<file path="src/rtl/sprite_collision_mixer.sv">
// Final pixel priority mixer with per-frame sprite collision snapshots.
// Define SPRITE_HIT_CAPTURE_EN to add first sprite-sprite hit X/Y capture.
module sprite_collision_mixer #(
    parameter  int NSPRITES = 4,
    localparam int NPAIRS   = NSPRITES * (NSPRITES - 1) / 2
) (
    input  logic                    clk,
    input  logic                    reset,
    input  logic                    frame_end,
    input  logic                    display_on,
    input  logic [8:0]              hpos,
    input  logic [8:0]              vpos,
    input  logic [NSPRITES-1:0]     sprite_gfx,
    input  logic [3*NSPRITES-1:0]   sprite_color,
    input  logic                    playfield_gfx,
    input  logic [2:0]              playfield_color,
    input  logic [2:0]              bg_color,
    output logic [2:0]              rgb,
    output logic [NPAIRS-1:0]       ss_coll,
    output logic [NSPRITES-1:0]     sp_coll,
    output logic                    coll_valid,
    output logic [8:0]              hit_x,
    output logic [8:0]              hit_y
);

    logic [NPAIRS-1:0]   ss_hit;
    logic [NSPRITES-1:0] sp_hit;
    logic [NPAIRS-1:0]   ss_snap;
    logic [NSPRITES-1:0] sp_snap;

    logic [2:0]          rgb_q, rgb_d;
    logic [NPAIRS-1:0]   ss_acc_q, ss_acc_d;
    logic [NSPRITES-1:0] sp_acc_q, sp_acc_d;
    logic [NPAIRS-1:0]   ss_coll_q, ss_coll_d;
    logic [NSPRITES-1:0] sp_coll_q, sp_coll_d;
    logic                cv_q, cv_d;

    // Pair (i,j), i<j, numbered lexicographically
    for (genvar i = 0; i < NSPRITES; i++) begin : g_row
        for (genvar j = i + 1; j < NSPRITES; j++) begin : g_col
            localparam int K = i * NSPRITES - i * (i + 1) / 2 + j - i - 1;
            assign ss_hit[K] = display_on & sprite_gfx[i] & sprite_gfx[j];
        end
    end

    assign sp_hit  = display_on ? (sprite_gfx & {NSPRITES{playfield_gfx}})
                                : '0;
    assign ss_snap = ss_acc_q | ss_hit;
    assign sp_snap = sp_acc_q | sp_hit;

    always_comb begin
        logic [2:0] pix;
        pix = playfield_gfx ? playfield_color : bg_color;
        for (int i = NSPRITES - 1; i >= 0; i--) begin
            if (sprite_gfx[i]) pix = sprite_color[3*i +: 3];
        end
        rgb_d = display_on ? pix : 3'd0;
    end

    always_comb begin
        ss_acc_d  = frame_end ? '0 : ss_snap;
        sp_acc_d  = frame_end ? '0 : sp_snap;
        ss_coll_d = frame_end ? ss_snap : ss_coll_q;
        sp_coll_d = frame_end ? sp_snap : sp_coll_q;
        cv_d      = frame_end & ((|ss_snap) | (|sp_snap));
    end

    always_ff @(posedge clk or negedge reset) begin
        if (!reset) begin
            rgb_q     <= '0;
            ss_acc_q  <= '0;
            sp_acc_q  <= '0;
            ss_coll_q <= '0;
            sp_coll_q <= '0;
            cv_q      <= 1'b0;
        end else begin
            rgb_q     <= rgb_d;
            ss_acc_q  <= ss_acc_d;
            sp_acc_q  <= sp_acc_d;
            ss_coll_q <= ss_coll_d;
            sp_coll_q <= sp_coll_d;
            cv_q      <= cv_d;
        end
    end

    assign rgb        = rgb_q;
    assign ss_coll    = ss_coll_q;
    assign sp_coll    = sp_coll_q;
    assign coll_valid = cv_q;

`ifdef SPRITE_HIT_CAPTURE_EN
    typedef enum logic {IDLE, HELD} cap_state_t;

    cap_state_t state_q, state_d;
    logic [8:0] cap_x_q, cap_x_d;
    logic [8:0] cap_y_q, cap_y_d;
    logic [8:0] hit_x_q, hit_x_d;
    logic [8:0] hit_y_q, hit_y_d;
    logic       any_hit;

    assign any_hit = |ss_hit;

    always_comb begin
        state_d = state_q;
        cap_x_d = cap_x_q;
        cap_y_d = cap_y_q;
        hit_x_d = hit_x_q;
        hit_y_d = hit_y_q;
        if (frame_end) begin
            state_d = IDLE;
            case (state_q)
                HELD: begin
                    hit_x_d = cap_x_q;
                    hit_y_d = cap_y_q;
                end
                default: begin
                    hit_x_d = any_hit ? hpos : 9'd0;
                    hit_y_d = any_hit ? vpos : 9'd0;
                end
            endcase
        end else if (state_q == IDLE && any_hit) begin
            state_d = HELD;
            cap_x_d = hpos;
            cap_y_d = vpos;
        end
    end

    always_ff @(posedge clk or negedge reset) begin
        if (!reset) begin
            state_q <= IDLE;
            cap_x_q <= '0;
            cap_y_q <= '0;
            hit_x_q <= '0;
            hit_y_q <= '0;
        end else begin
            state_q <= state_d;
            cap_x_q <= cap_x_d;
            cap_y_q <= cap_y_d;
            hit_x_q <= hit_x_d;
            hit_y_q <= hit_y_d;
        end
    end

    assign hit_x = hit_x_q;
    assign hit_y = hit_y_q;
`else
    logic unused_pos;
    assign unused_pos = ^{hpos, vpos};
    assign hit_x = '0;
    assign hit_y = '0;
`endif

endmodule

</file>
<file path="config.mk">
export PLATFORM = sky130hd
export DESIGN_NAME = sprite_collision_mixer
export DESIGN_NICKNAME = d
export VERILOG_FILES = /design/src/rtl/sprite_collision_mixer.sv
export SDC_FILE = /design/constraint.sdc
export NUM_CORES = 1
export LEC_CHECK = 0
export ABC_AREA = 0
export CELL_PAD_IN_SITES_DETAIL_PLACEMENT = 0
export CELL_PAD_IN_SITES_GLOBAL_PLACEMENT = 1
export CORE_ASPECT_RATIO = 0.75
export CORE_MARGIN = 2
export CORE_UTILIZATION = 27
export CTS_BUF_LIST = sky130_fd_sc_hd__clkbuf_16
export DETAILED_ROUTE_END_ITERATION = 8
export PLACE_DENSITY_LB_ADDON = 0.25
export SLEW_MARGIN = 20
export SYNTH_ARGS = -nofsm -noshare
export SYNTH_HDL_FRONTEND = slang
export SYNTH_SLANG_ARGS = --single-unit
</file>
<file path="constraint.sdc">
create_clock -name clk -period 2.4 [get_ports clk]
set_input_delay 0.72 -clock clk [delete_from_list [all_inputs] [get_ports clk]]
set_output_delay 0.72 -clock clk [all_outputs]
set_load 0.03 [all_outputs]
</file>
==> results by group <==
Setup path
  • R2R setup slack: 1.29 ns
  • CP cell instances: clkdlybuf4s50_1
  • Worst Setup Start Kind: flip-flop
  • CP Data Required Time: 1.68 ns
  • Worst r2r path cells: 3
  • RR Startpoint: sp_acc_q[3]
  • CP endpoint kind: output pin
  • CP Buf/Inv Count: 1
  • Worst Setup Path Type: reg -> out
  • CP startpoint: sp_coll[0]
  • CP endpoint: sp_coll[0]
  • Worst EP arrival: 1.29 ns
  • Max incr delay on CP: 0.68 ns
  • Top Family by Delay on Critical Path: buffers and inverters
  • Crit. path cell count: 1
  • Slowest CP cell: clkdlybuf4s50_1
  • Reg-to-Reg End: coll_valid
  • CP max FO: 2

Global routing
  • First-pass GRT wire length: 4840 um
  • Largest net degree at the start of global routing: 33
  • Total GRT Usage: 12.3%
  • Vias in the first global route: 954
  • Initial antenna violation count: 0
  • Grt ovf: 0

STA
  • Worst-Margin Slew: 0.545 ns
  • Achievable clock frequency: 498 MHz
  • Slew Viols, Final: 0
  • Setup TNS Final: 0 ns
  • # setup viols final: 0
  • Max-slew headroom at the worst pin: 63.5%
  • Period utilization: 83.7%
  • Crit path time final: 2.01 ns
  • RSZ-0062 raised after global routing: false
  • Final hold violation count: 0
  • Clk_skew: 0.00406 ns

Clock network
  • Resized cells post-CTS: 0
  • CTS tree: built
  • Hold Buf Count CTS: 0
  • Post-CTS Setup Inserts: 0
  • Clk sinks: 24
  • CTS Buf Count: 3
  • Clk_lat worst skew: 0.25 ns
  • H-Tree Depth: 1
  • CTS clk-pin slew, worst paths: 0.06 ns
  • Root Driver: clkbuf_16
  • CTS max path bufs: 2

Synthesis
  • Simple-Gate Fraction of Synth Area: 12.2%
  • Synth Area in Adders: 0%
  • Post-synthesis sequential area ratio: 49.1%
  • Ys async rst share: 100%
  • Synth unique cells: 23
  • Cell count after synthesis: 126
  • Mux cell area share after synthesis: 3.68%
  • Xor/xnor share of the synthesized area: 0%
  • Mapped Area: 1220 sq um
  • Syn Area/Cell: 9.70 sq um
  • Commonest register cell after synthesis: dfrtp_1
  • Largest family of logic cells by synthesized area: compound AO/OA/AOI/OAI gates
  • EDFF count, synth: 0
  • Warnings from Yosys: 0
  • Compound-Gate Fraction of Synth Area: 18.8%
  • Register bit total from synthesis: 24

Run
  • Max Cap Viol: 0

Route
  • DRC marker count from the first detailed-route iteration: 55
  • Post-route ant nets: 0
  • Routed len/inst: 13.2 um
  • Via density: 4.52
  • WL final: 2890 um
  • Routed vias: 994
  • Drc violations: 0
  • DR pass1 iterations: 4

Power
  • Leakage: 0.730 nW
  • IR drop worst, VDD: 0.000322 V
  • Total power: 1.08 mW
  • Pwr Density: 645 nW/um^2

Placement
  • Routability Congestion: 0.733
  • Area after DPL: 1600 sq um
  • IO buf count: 40
  • Placed cell count: 217
  • Hpwl dp: 2180 um

Finish
  • Commonest non-fill, non-tap cell in the layout: clkdlybuf4s50_1
  • Post-route insts no fill: 220
  • Antenna Cells: 0
  • Area Growth Syn to Fin: 37.2%
  • Layout cells sized above 1: 7.98%
  • Layout Cell Area excl Fill: 1680 sq um
  • Final #Nets: 210
  • Commonest cells after routing, fill and taps aside: 40 x clkdlybuf4s50_1, 24 x nor2_1, 24 x dfrtp_1

Floorplanning
  • Rows: 21
  • Core Area: 4410 sq um
  • Chip height: 62.3 um
  • DIE AREA: 5090 sq um
  • Starting density of the core: 27.7%
  • IO Pins: 77
  • Die Wd: 81.7 um

Hold path
  • Min-Delay Startpoint: sp_acc_q[0]
  • Hold path cells: 2
  • Hold/Removal Path Class: reg -> reg

Status
  • Status: finished, final reports clean
[flip-flops by register name, indices dropped and copies added, names as in the netlist]
register / count
ss_acc_q: 6
ss_coll: 6
sp_acc_q: 4
sp_coll: 4
rgb: 3
coll_valid: 1
[metrics by stage]
step	hold WS [ns]	setup WS (ns)	utilization, %
4_1_cts	0.516	0.380	38.0
6_report	0.514	0.392	38.0
3_3_place_gp	0.493	0.323	36.3
2_1_floorplan	0.424	0.936	-
3_5_place_dp	0.503	0.303	36.3
5_1_grt	0.550	0.342	38.0
[layer usage]
layer	vias to the layer above	part of all wire [%]	wire length [um]	global-route usage [%]
li1	478	-	-	-
met3	4	6.1	176	4.07
met2	29	48	1400	18.4
met5	-	0	0	0
met4	0	0.59	17	2.50
met1	483	45	1300	17.4
[synthesized netlist by cell type (2+ instances only)]
library cell,n,area (sq um)
o221ai_1,3,26.3
buf_2,5,25.0
nor2_1,24,90.1
o211ai_2,3,37.5
a21oi_1,10,50.1
buf_4,19,143
nand2b_1,4,25.0
dfrtp_1,24,601
nand2_1,4,15.0
mux2_4,3,45.0
clkbuf_1,2,7.51
nor4_1,2,12.5
a31oi_1,13,81.3
[cell families after synthesis]
logic type / Yosys count
compound gates: 34
buf+inv: 29
flops: 24
mux: 3
other cells: 1
simple gates: 35
[power by group]
part	leakage (nW)	switching (mW)	internal, mW
logic	0.388	0.166	0.115
registers	0.305	0.0161	0.437
clock network	0.0370	0.128	0.220
total	0.730	0.310	0.773
[final cells by class]
type                            count  area [sq um]
Inverter                            2          7.51
Timing Repair Buffer               44           430
Multi-Input combinational cell     90           492
Fill cell                         447          2740
Clock buffer                        3          75.1
Tap cell                           57          71.3
Sequential cell                    24           601
[how the worst min path moves through the flow]
stage                        endpoint  slack (ns)
after floorplan            coll_valid        0.42
after global placement    sp_acc_q[1]        0.49
after detailed placement  sp_acc_q[1]        0.50
after CTS                 sp_acc_q[1]        0.52
after global routing      sp_acc_q[0]        0.55
final                     sp_acc_q[0]        0.51
(Power assumes the default switching activity.)
